[src/rtl/rf_write_scheduler.sv]
`default_nettype none
// ============================================================================
//  Module      : rf_write_scheduler
//  Description : Round-robin arbiter for the register-file write port, with a
//                hardware clear sequencer that zeroes registers 1..2**ADDR-1.
//                All register-file write controls come straight from flops.
//  Revision    : 1.0 - initial release
// ============================================================================
module rf_write_scheduler #(
    parameter int N    = 32,
    parameter int ADDR = 5
) (
    input  logic            clk,
    input  logic            reset,
    input  logic            req0_valid_i,
    output logic            req0_ready_o,
    input  logic [ADDR-1:0] req0_addr_i,
    input  logic [N-1:0]    req0_data_i,
    input  logic            req1_valid_i,
    output logic            req1_ready_o,
    input  logic [ADDR-1:0] req1_addr_i,
    input  logic [N-1:0]    req1_data_i,
    input  logic            clear_i,
    output logic            clear_busy_o,
    output logic            Reg_Write_o,
    output logic [ADDR-1:0] Write_Register_o,
    output logic [N-1:0]    Write_Data_o
);

    typedef enum logic [0:0] {
        ST_ARB   = 1'b0,
        ST_CLEAR = 1'b1
    } state_t;

    // Counter is one bit wider than the address so the walk never wraps.
    localparam logic [ADDR:0]   c_cnt_start  = (ADDR+1)'(2);
    localparam logic [ADDR:0]   c_cnt_one    = (ADDR+1)'(1);
    localparam logic [ADDR-1:0] c_first_addr = ADDR'(1);
    localparam logic [ADDR-1:0] c_last_addr  = '1;

    state_t          state_q, state_d;
    logic            ptr_q, ptr_d;       // 0: requester 0 wins a tie
    logic [ADDR:0]   cnt_q, cnt_d;
    logic            rw_q, rw_d;
    logic [ADDR-1:0] wa_q, wa_d;
    logic [N-1:0]    wd_q, wd_d;
    logic            busy_q, busy_d;
    logic            w_grant0;
    logic            w_grant1;

    // Next-state, arbitration and output-register load selection.
    always_comb begin
        state_d  = state_q;
        ptr_d    = ptr_q;
        cnt_d    = cnt_q;
        rw_d     = 1'b0;
        wa_d     = wa_q;
        wd_d     = wd_q;
        w_grant0 = 1'b0;
        w_grant1 = 1'b0;
        case (state_q)
            ST_ARB: begin
                if (clear_i) begin
                    // Clear wins over any pending request this cycle.
                    state_d = ST_CLEAR;
                    rw_d    = 1'b1;
                    wa_d    = c_first_addr;
                    wd_d    = '0;
                    cnt_d   = c_cnt_start;
                end else begin
                    w_grant0 = req0_valid_i && (!req1_valid_i || !ptr_q);
                    w_grant1 = req1_valid_i && (!req0_valid_i ||  ptr_q);
                    if (w_grant0) begin
                        rw_d  = |req0_addr_i;   // register 0 is hardwired zero
                        wa_d  = req0_addr_i;
                        wd_d  = req0_data_i;
                        ptr_d = 1'b1;
                    end else if (w_grant1) begin
                        rw_d  = |req1_addr_i;
                        wa_d  = req1_addr_i;
                        wd_d  = req1_data_i;
                        ptr_d = 1'b0;
                    end
                end
            end
            ST_CLEAR: begin
                if (wa_q == c_last_addr) begin
                    state_d = ST_ARB;
                end else begin
                    rw_d  = 1'b1;
                    wa_d  = cnt_q[ADDR-1:0];
                    wd_d  = '0;
                    cnt_d = cnt_q + c_cnt_one;
                end
            end
            default: state_d = ST_ARB;
        endcase
        busy_d = (state_d == ST_CLEAR);
    end

    // State, pointer, counter and registered register-file controls.
    always_ff @(posedge clk or posedge reset) begin
        if (reset) begin
            state_q <= ST_ARB;
            ptr_q   <= 1'b0;
            cnt_q   <= '0;
            rw_q    <= 1'b0;
            wa_q    <= '0;
            wd_q    <= '0;
            busy_q  <= 1'b0;
        end else begin
            state_q <= state_d;
            ptr_q   <= ptr_d;
            cnt_q   <= cnt_d;
            rw_q    <= rw_d;
            wa_q    <= wa_d;
            wd_q    <= wd_d;
            busy_q  <= busy_d;
        end
    end

    // Grants are only meaningful while out of reset.
    assign req0_ready_o     = w_grant0 && !reset;
    assign req1_ready_o     = w_grant1 && !reset;
    assign clear_busy_o     = busy_q;
    assign Reg_Write_o      = rw_q;
    assign Write_Register_o = wa_q;
    assign Write_Data_o     = wd_q;

endmodule
`default_nettype wire

[config.mk]
export PLATFORM = sky130hd
export DESIGN_NAME = rf_write_scheduler
export DESIGN_NICKNAME = d
export VERILOG_FILES = /design/src/rtl/rf_write_scheduler.sv
export SDC_FILE = /design/constraint.sdc
export NUM_CORES = 1
export LEC_CHECK = 0
export ABC_CLOCK_PERIOD_IN_PS = 5730
export BUFFER_PORTS_ARGS = -buffer_cell sky130_fd_sc_hd__buf_2
export CORE_AREA = 2 2 73 75
export CTS_CLUSTER_DIAMETER = 40
export DETAILED_ROUTE_END_ITERATION = 10
export DIE_AREA = 0 0 75 77
export PLACE_DENSITY = 0.85
export SETUP_SLACK_MARGIN = 0.05
export SYNTH_ARGS = -nofsm -noshare
export SYNTH_HDL_FRONTEND = slang
export SYNTH_SLANG_ARGS = --single-unit
export TNS_END_PERCENT = 5
[constraint.sdc]
create_clock -name clk -period 5.73 [get_ports clk]
set_clock_uncertainty 0.05 [all_clocks]
set_input_delay 1.146 -clock clk [delete_from_list [all_inputs] [get_ports clk]]
set_output_delay 1.146 -clock clk [all_outputs]
set_load 0.01 [all_outputs]
# Yosys cells after proc, flatten, opt, wreduce, memory -nomap -nowiden

Cells that the tools add are included.

Register bits: 46
Latch bits: 0
RAM bits: 0
Memory bits (read-only): 0
Input bits: 79
Output and inout bits: 41
Word-level logic and storage cells: 55
Memories kept: 0

Add/subtract/negate cells: 1
Multiply operators: 0
Div/mod/pow operators: 0
$lt $le $gt $ge: 0
Equal/unequal tests: 4
Shift-type cells: 0
Multiplexer cells: 26
Bitwise operators: 2
Reductions and logical operators: 16

Operators with widths:

| operator              | count |
|---|---|
| $mux W32              | 4 |
| $pmux W32 S2          | 1 |
| $mux W5               | 4 |
| $mux W6               | 2 |
| $pmux W6 S2           | 1 |
| $mux W1               | 11 |
| $pmux W5 S2           | 1 |
| $reduce_or A5 Y1      | 2 |
| $add A6 B1 Y6 const B | 1 |
| $eq A5 B5 Y1 const B  | 1 |
| $logic_and A1 B1 Y1   | 4 |
| $logic_not A1 Y1      | 4 |
| $ne A2 B2 Y1 const B  | 2 |
| $ne A4 B4 Y1 const B  | 1 |
| $pmux W1 S2           | 2 |
| $reduce_and A2 Y1     | 2 |
| $reduce_and A3 Y1     | 1 |
| $logic_or A1 B1 Y1    | 2 |
| $not A1 Y1            | 2 |
| $reduce_bool A2 Y1    | 1 |

# Logic depth before layout (Yosys ltp)

Gate-level depths: netlist (run 1).

Word-level depth: 7
Depth in mapped cells: 7
Depth with buffers taken out: 4

# Worst setup path before layout (run 1)

OpenSTA, ideal clock, no wires.

Path kind: input to output
From: in reset
To: out req0_ready_o
Arrival: 2.450 ns
Data required time: 4.534 ns
Slack: 2.084 ns
Stages on the path: 2
Path buffers: 0
Cell sequence: inv_1 > and3_1

Cells in the longest elaborated chain, start to end: 2

RTL lines:

| item                | RTL line | text |
|---|---|---|
| from (decl)         | 14       | `input logic reset,` |
| $logic_not A1 Y1    | 123      | `assign req0_ready_o = w_grant0 && !reset;` |
| $logic_and A1 B1 Y1 | 123      |  |
| to (decl)           | 16       | `output logic req0_ready_o,` |

No other way between the ends.

# Worst setup path in the final report (run 1)

Same ends and word-level chain as after synthesis.

==> results.rst, run 1 <==
.. list-table::
   :header-rows: 1

   * - Metric
     - Value
   * - Setup Buffers After CTS
     - 0
   * - Total power per unit cell area
     - 296 nW/um2
   * - Critical-path cell list
     - buf_2 -> inv_2 -> and3_1 -> buf_2
   * - Maximum Capacitance Violations
     - 0
   * - Die area
     - 5780 um2
   * - Slew Viols, Final
     - 0
   * - Capturing element type of the critical path
     - output port
   * - Post_cts resized
     - 0
   * - Yosys warns
     - 0
   * - Clock-pin slew on the worst setup and hold paths
     - 0.07 ns
   * - Bufs and invs on worst path
     - 3
   * - Outcome
     - finished, final reports clean
   * - Maximum number of pins on one net before global-route repair
     - 47
   * - Number of inserted diodes
     - 0
   * - Relative slew slack
     - 38.7%
   * - Post-detailed-route DRC marker count
     - 0
   * - Final hold vios
     - 0
   * - Unrepaired setup endpoints after global routing
     - false
   * - Proportion of register bits with asynchronous set or reset after synthesis
     - 100%
   * - Required time at the endpoint of the critical path
     - 4.53 ns
   * - Wire length reported by the detailed router
     - 5290 um
   * - Top flip-flop cell by instance count after synthesis
     - sky130_fd_sc_hd__dfrtp_1
   * - Number of buffer cells added on primary ports
     - 119
   * - Hold crit path type
     - flop to flop
   * - Number of antenna violations at the first check in global routing
     - 0
   * - Final setup violating endpoints
     - 0
   * - Clock tree from TritonCTS
     - yes
   * - Syn Nets
     - 302
   * - Boundary Pins
     - 120
   * - Via density
     - 5.15
   * - Period minus WS final
     - 3.51 ns
   * - Sequential-to-total area share from yosys stat
     - 48.3%
   * - Final worst setup slack
     - 2.22 ns
   * - Worst supply voltage drop on vdd
     - 0.000209 V
   * - Most frequently used cell type in the post-synthesis netlist
     - sky130_fd_sc_hd__dfrtp_1
   * - Via count of the routed design
     - 2074
   * - Antenna-violating nets left
     - 0
   * - Worst setup path category
     - primary input to output port
   * - Wire length of the first global-routing pass
     - 8450 um
   * - Share of the clock period used by the worst path
     - 61.3%
   * - Die Wd
     - 75 um
   * - Area contributors post-synth
     - sky130_fd_sc_hd__dfrtp_1 (48%), sky130_fd_sc_hd__mux2i_1 (14%), sky130_fd_sc_hd__o31ai_1 (10%)
   * - Fill cell instance count of the final layout
     - 448
   * - Standard-cell rows
     - 26
   * - Area of the core region
     - 4980 um2
   * - Register bit count reported by yosys
     - 45
   * - Synth unique cells
     - 32
   * - Number of flops mapped to enable cells by yosys
     - 0
   * - Critical-path maximum fanout
     - 46
   * - Number of buffers inserted by hold repair at cts
     - 0
   * - Slowest cell on crit path
     - sky130_fd_sc_hd__inv_2
   * - Cell count after synthesis
     - 222
   * - Highest attainable clock frequency
     - 0.285 GHz
   * - Share of cells above drive strength 1
     - 41.1%
   * - Total standard cell area after synthesis
     - 2330 um2
   * - Post-synth top area share
     - 48.3%
   * - Number of detailed-routing iterations run before antenna repair
     - 4
   * - Total clock sinks
     - 45
   * - CTS Buffer Depth
     - 2
   * - Overall power after layout
     - 893 uW
   * - Maximum level of the CTS H-tree
     - 2
   * - Slowest stage delay, CP
     - 0.66 ns
   * - Clock latency of the later-clocked register in the worst-skew pair
     - 0.29 ns
   * - CP top delay family
     - buffers and inverters
   * - Gpl congestion
     - 0.860
   * - CP dominant cell by count
     - sky130_fd_sc_hd__buf_2
   * - Area delta synth->final
     - 29.2%
   * - Avg Cell Area, Syn
     - 10.5 um2
   * - GRT Util Overall
     - 18.6%
   * - Fin nets
     - 413
   * - Setup total negative slack
     - 0 ns
   * - Type of element launching the critical path
     - primary input
   * - Via count of the first global-routing pass
     - 1963
   * - Sum of overflow across all layers after global routing
     - 0
   * - Pre-CTS setup slack
     - 2.14 ns
   * - Number of buffers created by CTS
     - 5
   * - Initial Util
     - 46.9%
   * - DIE HEIGHT
     - 77 um
   * - Largest area contributor in the synthesized netlist
     - sky130_fd_sc_hd__dfrtp_1
   * - Starting DRC count in detailed routing
     - 97
   * - Endpoint arrival time on the critical path
     - 2.32 ns
   * - Routed len/inst
     - 13.1 um
   * - Leading cell types by count after synthesis
     - sky130_fd_sc_hd__dfrtp_1 (45), sky130_fd_sc_hd__nand2_1 (38), sky130_fd_sc_hd__mux2i_1 (33)
   * - Measured slew at the worst slew-check pin
     - 0.919 ns
   * - Detail Placement HPWL
     - 3950 um
   * - Clock tree root buffer cell
     - sky130_fd_sc_hd__clkbuf_8
   * - Leakage power total
     - 1.58 nW
==> kinds of logic after synthesis <==
| kind of cell | Yosys count | share of synthesized area (%) |
|---|---|---|
| fa+ha+maj | 1 | 0.536 |
| mux | 38 | 16.6 |
| simple gates | 59 | 10.9 |
| xor+xnor | 2 | 0.751 |
| compound gates | 57 | 17.2 |
| flops | 45 | 48.3 |
| buf+inv | 20 | 5.74 |
==> worst register-to-register path, delay by kind of cell (launching register included) <==
| family | cells | cell delay, ns |
|---|---|---|
| and+or+nand+nor | 1 | 0.77 |
| DFF | 1 | 0.51 |
| buffers and inverters | 1 | 0.46 |
| AOI/OAI and AO/OA | 2 | 0.47 |
==> path summary, 6_finish.rpt <==
kind	from	end	slack [ns]	cells past startpoint
max	reset	req0_ready_o	2.22	4
min	Write_Data_o[19]	Write_Data_o[19]	0.42	2
max reg2reg	clear_busy_o	Write_Data_o[21]	3.32	4
min reg2reg	Write_Data_o[19]	Write_Data_o[19]	0.42	2
max in group asynchronous	reset	Write_Data_o[5]	4.04	2
min in group asynchronous	reset	Write_Data_o[11]	1.02	2
==> cells in the final DEF (no fill, tap or decap), drive strengths merged <==
cell type | netlist | final
a21boi | 3 | 3
a21oi | 5 | 5
a221oi | 4 | 4
a22o | 1 | 1
a31oi | 1 | 1
and3 | 1 | 1
buf | 14 | 121
clkbuf | 3 | 7
dfrtp | 45 | 45
ha | 1 | 1
inv | 3 | 3
mux2 | 5 | 5
mux2i | 33 | 33
nand2 | 38 | 38
nand3 | 2 | 2
nand4 | 2 | 2
nor2 | 7 | 7
nor3 | 2 | 2
o21ai | 8 | 8
o21bai | 1 | 1
o22ai | 2 | 2
o31ai | 32 | 32
or2 | 2 | 2
or3 | 2 | 2
or4 | 3 | 3
xnor2 | 1 | 1
xor2 | 1 | 1
==> layer usage <==
layer | wire, um | GRT usage [%]
met4 | 17 | 5.71
met5 | 0 | 0
met2 | 2620 | 32.0
met1 | 2250 | 22.3
met3 | 408 | 4.86
==> sequential cells by signal, summed over array words and instances, names as in the netlist <==
| signal | count |
|---|---|
| Reg_Write_o | 1 |
| Write_Register_o | 5 |
| ptr_q | 1 |
| clear_busy_o | 1 |
| cnt_q | 5 |
| Write_Data_o | 32 |
==> power by group <==
| part | switching [mW] | total, mW | leakage [nW] | internal, mW |
|---|---|---|---|---|
| sequential | 0.0550 | 0.425 | 0.596 | 0.370 |
| combinational | 0.144 | 0.276 | 0.936 | 0.132 |
| clock | 0.0961 | 0.192 | 0.0443 | 0.0957 |
==> through the flow <==
step / hold slack, ns / instance area, um2 / utilization [%] / cells
2_1_floorplan: 0.432 / 2330 / - / 222
3_3_place_gp: 0.404 / 2930 / 58.8 / 396
3_5_place_dp: 0.411 / 2930 / 58.8 / 396
4_1_cts: 0.428 / 3010 / 60.6 / 403
5_1_grt: 0.458 / 3010 / 60.6 / 403
6_report: 0.422 / 3010 / 60.6 / 403
==> final cells by class <==
class	instances	area [um2]	area share, %
Timing Repair Buffer	121	611	20.3
Tap cell	70	87.6	2.91
Multi-Input combinational cell	157	1090	36.2
Sequential cell	45	1130	37.4
Inverter	3	11.3	0.374
Clock buffer	7	86.3	2.86
Power figures use the tool's default switching activity.
==> run 2, diff against run 1 <==
- ABC_AREA: unset -> 1
- ABC_CLOCK_PERIOD_IN_PS: 5730 -> 3680
- CORE_AREA: 2 2 73 75 -> 2 2 79 81
- DIE_AREA: 0 0 75 77 -> 0 0 81 83
- PLACE_DENSITY: 0.85 -> 0.81
- clock period: 5.73 -> 3.68 ns (I/O delays scaled with it)
==> run 2 against run 1 <==
Against the previous run:
- clock-buffer cell count down 1
- utilization down 2.4 points
- first-iteration DRC count down 15%
- cell count up 37%
- non-clock buffer count up 3
- wire length up 26%
- worst hold slack better by 0.015 ns
- global-route usage up 1.2 points
- critical endpoint is now req1_ready_o
- largest power group unchanged
==> results.rst, run 2 <==
.. list-table::
   :header-rows: 1

   * - Metric
     - Value
   * - Worst hold slack
     - 0.437 ns (was 0.422 ns)
   * - Sw Pwr
     - 609 uW (was 295 uW)
   * - Clock tree from TritonCTS
     - yes (unchanged)
   * - Wire length of the first global-routing pass
     - 10700 um (was 8450 um)
   * - Reg-to-Reg End
     - Write_Data_o[23] (was Write_Data_o[21])
   * - Slew Viols, Final
     - 0 (unchanged)
   * - Total power per unit cell area
     - 486 nW/um2 (was 296 nW/um2)
   * - Post-synth top area share
     - 42.5% (was 48.3%)
   * - DIE HEIGHT
     - 83 um (was 77 um)
   * - Number of inserted diodes
     - 0 (unchanged)
   * - Total standard cell area after synthesis
     - 2650 um2 (was 2330 um2)
   * - Share of the clock period used by the worst path
     - 72.4%
   * - Area share of xor/xnor cells in the synthesized design
     - 0% (was 0.751%)
   * - Fraction of power consumed by combinational cells
     - 34.6% (was 30.9%)
   * - Worst setup path end
     - req1_ready_o (was req0_ready_o)
   * - Slowest cell on crit path
     - sky130_fd_sc_hd__buf_2 (was sky130_fd_sc_hd__inv_2)
   * - Proportion of register bits with asynchronous set or reset after synthesis
     - 100% (unchanged)
   * - Fin nets
     - 558 (was 413)
   * - Number of flops mapped to enable cells by yosys
     - 0 (unchanged)
   * - Number of placed instances with taps included
     - 546 (was 396)
   * - Capturing element type of the critical path
     - output port (unchanged)
   * - Setup Buffers After CTS
     - 0 (unchanged)
   * - Worst supply voltage drop on vdd
     - 0.000213 V (was 0.000209 V)
   * - Yosys warns
     - 0 (unchanged)
   * - Maximum number of pins on one net before global-route repair
     - 46 (was 47)
   * - Fill cell instance count of the final layout
     - 542 (was 448)
   * - Number of antenna violations at the first check in global routing
     - 0 (unchanged)
   * - Total stage count of the critical path
     - 5 (was 4)
   * - Gpl congestion
     - 0.863 (was 0.860)
   * - Via count of the routed design
     - 2719 (was 2074)
   * - Count of non-filler cells in the finished layout
     - 554 (was 403)
   * - Bufs and invs on worst path
     - 2 (was 3)
   * - Worst setup path category
     - primary input to output port (unchanged)
   * - Post-DP Area
     - 3260 um2 (was 2930 um2)
   * - Leakage power total
     - 1.90 nW (was 1.58 nW)
   * - Register cell area after layout
     - 1130 um2 (unchanged)
   * - Via count of the first global-routing pass
     - 2406 (was 1963)
   * - Total clock sinks
     - 45 (unchanged)
   * - Post_cts resized
     - 0 (unchanged)
   * - Source of the critical timing path
     - req0_valid_i (was reset)
   * - Relative slew slack
     - 38.8% (was 38.7%)
   * - Register bit count reported by yosys
     - 45 (unchanged)
   * - Wire length reported by the detailed router
     - 6660 um (was 5290 um)
   * - Logic depth of the worst register-to-register path
     - 5 (was 4)
   * - Detail Placement HPWL
     - 4860 um (was 3950 um)
   * - Share of synthesized cell area in full adder, half adder and majority cells
     - 0.472% (was 0.536%)
   * - Area of combinational cells with multiple inputs
     - 1220 um2 (was 1090 um2)
   * - Endpoint arrival time on the critical path
     - 1.88 ns (was 2.32 ns)
   * - Highest attainable clock frequency
     - 0.375 GHz
   * - Top flip-flop cell by instance count after synthesis
     - sky130_fd_sc_hd__dfrtp_1 (unchanged)
   * - Sequential share of power
     - 41.8% (was 47.6%)
   * - CTS Buffer Depth
     - 2 (unchanged)
   * - Internal power
     - 1.04 mW (was 597 uW)
   * - Standard-cell rows
     - 28 (was 26)
   * - Startpoint of the worst-slack reg-to-reg timing path
     - clear_busy_o (unchanged)
   * - Number of buffers created by CTS
     - 5 (unchanged)
   * - Outcome
     - finished, final reports clean (unchanged)
   * - Unrepaired setup endpoints after global routing
     - false (unchanged)
   * - Die area
     - 6720 um2 (was 5780 um2)
   * - Post-detailed-route DRC marker count
     - 0 (unchanged)
   * - Hold crit path type
     - flop to flop (unchanged)
   * - Final setup violating endpoints
     - 0 (unchanged)
   * - Syn Nets
     - 451 (was 302)
   * - Flip-flop count of the largest register, all copies and words added
     - 32 (unchanged)
   * - Number of buffers inserted by hold repair at cts
     - 0 (unchanged)
   * - Simple-Gate Fraction of Synth Area
     - 37.7% (was 10.9%)
   * - Final instance area
     - 3380 um2 (was 3010 um2)
   * - Share of cells above drive strength 1
     - 29.4% (was 41.1%)
   * - Leading cell type in the layout, fill and taps excluded
     - sky130_fd_sc_hd__buf_2 (unchanged)
   * - Setup total negative slack
     - 0 ns (unchanged)
   * - Slowest stage delay, CP
     - 0.58 ns (was 0.66 ns)
   * - Overall power after layout
     - 1.65 mW (was 893 uW)
   * - GRT Util Overall
     - 19.9% (was 18.6%)
   * - Maximum Capacitance Violations
     - 0 (unchanged)
   * - Clock tree root buffer cell
     - sky130_fd_sc_hd__clkbuf_8 (unchanged)
   * - Cell count after synthesis
     - 371 (was 222)
   * - Mux contribution to synthesized area
     - 0% (was 16.6%)
   * - Switching fraction of total power
     - 37.0% (was 33.1%)
   * - CP top delay family
     - buffers and inverters (unchanged)
   * - Measured slew at the worst slew-check pin
     - 0.917 ns (was 0.919 ns)
   * - Most frequently used cell type in the post-synthesis netlist
     - sky130_fd_sc_hd__nand2_1 (was sky130_fd_sc_hd__dfrtp_1)
   * - Number of detailed-routing iterations run before antenna repair
     - 4 (unchanged)
   * - Required time at the endpoint of the critical path
     - 2.89 ns (was 4.53 ns)
   * - Period minus WS final
     - 2.67 ns
   * - Type of element launching the critical path
     - primary input (unchanged)
   * - Sum of overflow across all layers after global routing
     - 0 (unchanged)
   * - Die Wd
     - 81 um (was 75 um)
   * - Largest area contributor in the synthesized netlist
     - sky130_fd_sc_hd__dfrtp_1 (unchanged)
   * - Worst reg-to-reg setup slack
     - 1.49 ns (was 3.32 ns)
   * - Area of the core region
     - 5820 um2 (was 4980 um2)
   * - Most frequent cells in the layout
     - sky130_fd_sc_hd__buf_2 (119), sky130_fd_sc_hd__nand2_1 (110), sky130_fd_sc_hd__nand3_1 (49) (was sky130_fd_sc_hd__buf_2 (119), sky130_fd_sc_hd__dfrtp_1 (45), sky130_fd_sc_hd__nand2_1 (38))
   * - Area delta synth->final
     - 27.7% (was 29.2%)
   * - Antenna-violating nets left
     - 0 (unchanged)
   * - Initial Util
     - 45.6% (was 46.9%)
   * - Sequential-to-total area share from yosys stat
     - 42.5% (was 48.3%)
   * - Critical-path maximum fanout
     - 41 (was 46)
   * - Via density
     - 4.91 (was 5.15)
   * - Starting DRC count in detailed routing
     - 82 (was 97)
   * - Number of buffer cells added on primary ports
     - 119 (unchanged)
   * - Fraction of the mapped netlist area in compound gates
     - 7.84% (was 17.2%)
   * - Main combinational cell family by area after synthesis
     - simple AND/OR/NAND/NOR gates (was compound AO/OA/AOI/OAI gates)
   * - Clock-pin slew on the worst setup and hold paths
     - 0.09 ns (was 0.07 ns)
   * - CP dominant cell by count
     - sky130_fd_sc_hd__buf_2 (unchanged)
   * - Routed len/inst
     - 12.0 um (was 13.1 um)
   * - Area contributors post-synth
     - sky130_fd_sc_hd__dfrtp_1 (42%), sky130_fd_sc_hd__nand2_1 (16%), sky130_fd_sc_hd__nand3_1 (9.3%) (was sky130_fd_sc_hd__dfrtp_1 (48%), sky130_fd_sc_hd__mux2i_1 (14%), sky130_fd_sc_hd__o31ai_1 (10%))
   * - Critical-path cell list
     - buf_2 -> a21boi_0 -> nand2_1 -> nor2_1 -> buf_2 (was buf_2 -> inv_2 -> and3_1 -> buf_2)
   * - Maximum level of the CTS H-tree
     - 2 (unchanged)
   * - Synth unique cells
     - 21 (was 32)
   * - Leading cell types by count after synthesis
     - sky130_fd_sc_hd__nand2_1 (110), sky130_fd_sc_hd__nand3_1 (49), sky130_fd_sc_hd__inv_1 (48) (was sky130_fd_sc_hd__dfrtp_1 (45), sky130_fd_sc_hd__nand2_1 (38), sky130_fd_sc_hd__mux2i_1 (33))
   * - Avg Cell Area, Syn
     - 7.14 um2 (was 10.5 um2)
   * - Final hold vios
     - 0 (unchanged)
   * - Clock latency of the later-clocked register in the worst-skew pair
     - 0.30 ns (was 0.29 ns)
   * - Clk network pwr share
     - 23.6% (was 21.5%)
   * - Boundary Pins
     - 120 (unchanged)
## run 2: layer usage
| layer | track usage, % | up-vias | routed length (um) |
|---|---|---|---|
| li1 | - | 1386 | - |
| met1 | 25.8 | 1239 | 2980 |
| met2 | 33.1 | 88 | 3190 |
| met3 | 4.67 | 6 | 436 |
| met4 | 4.78 | 0 | 49 |
| met5 | 0 | - | 0 |
## run 2: tightest hold or removal path: stages, from the launching register on
cell and delay (ns):
sky130_fd_sc_hd__dfrtp_1 0.35, sky130_fd_sc_hd__nand2_1 0.05, sky130_fd_sc_hd__o21ai_0 0.05
## run 2: power groups by stage
stage / clock [mW] / combinational (mW) / sequential, mW
final: 0.389 / 0.569 / 0.688
after global routing: 0.422 / 0.655 / 0.699
after CTS: 0.402 / 0.577 / 0.686
after detailed placement: 0 / 0.577 / 0.694
after global placement: 0 / 0.555 / 0.695
after floorplan: 0 / 0.380 / 0.700
## run 2: area by class of cell
class | count | area share, %
Clock buffer | 6 | 2.44
Inverter | 50 | 5.55
Clock inverter | 2 | 1.11
Multi-Input combinational cell | 252 | 36.2
Timing Repair Buffer | 124 | 18.7
Sequential cell | 45 | 33.3
Tap cell | 75 | 2.77
## run 2: worst min path at each step
stage                          start               end  depth (start not counted)
finish              Write_Data_o[16]  Write_Data_o[16]                          2
floorplan                      ptr_q             ptr_q                          2
global placement    Write_Data_o[18]  Write_Data_o[18]                          2
detailed placement  Write_Data_o[16]  Write_Data_o[16]                          2
CTS                 Write_Data_o[20]  Write_Data_o[20]                          2
global route        Write_Data_o[15]  Write_Data_o[15]                          2
## run 2: logic make-up (layout without fill, tap and decap cells)
logic type / count (synthesis) / count (layout)
fa+ha+maj: 1 / 1
buf+inv: 74 / 182
simple gates: 211 / 211
compound gates: 40 / 40
flops: 45 / 45
## run 2: stage by stage
stage | setup WS, ns | util, %
3_5_place_dp | 1.04 | 56.1
2_1_floorplan | 1.40 | -
5_1_grt | 0.939 | 58.2
3_3_place_gp | 1.08 | 56.1
4_1_cts | 1.04 | 58.2
6_report | 1.01 | 58.2
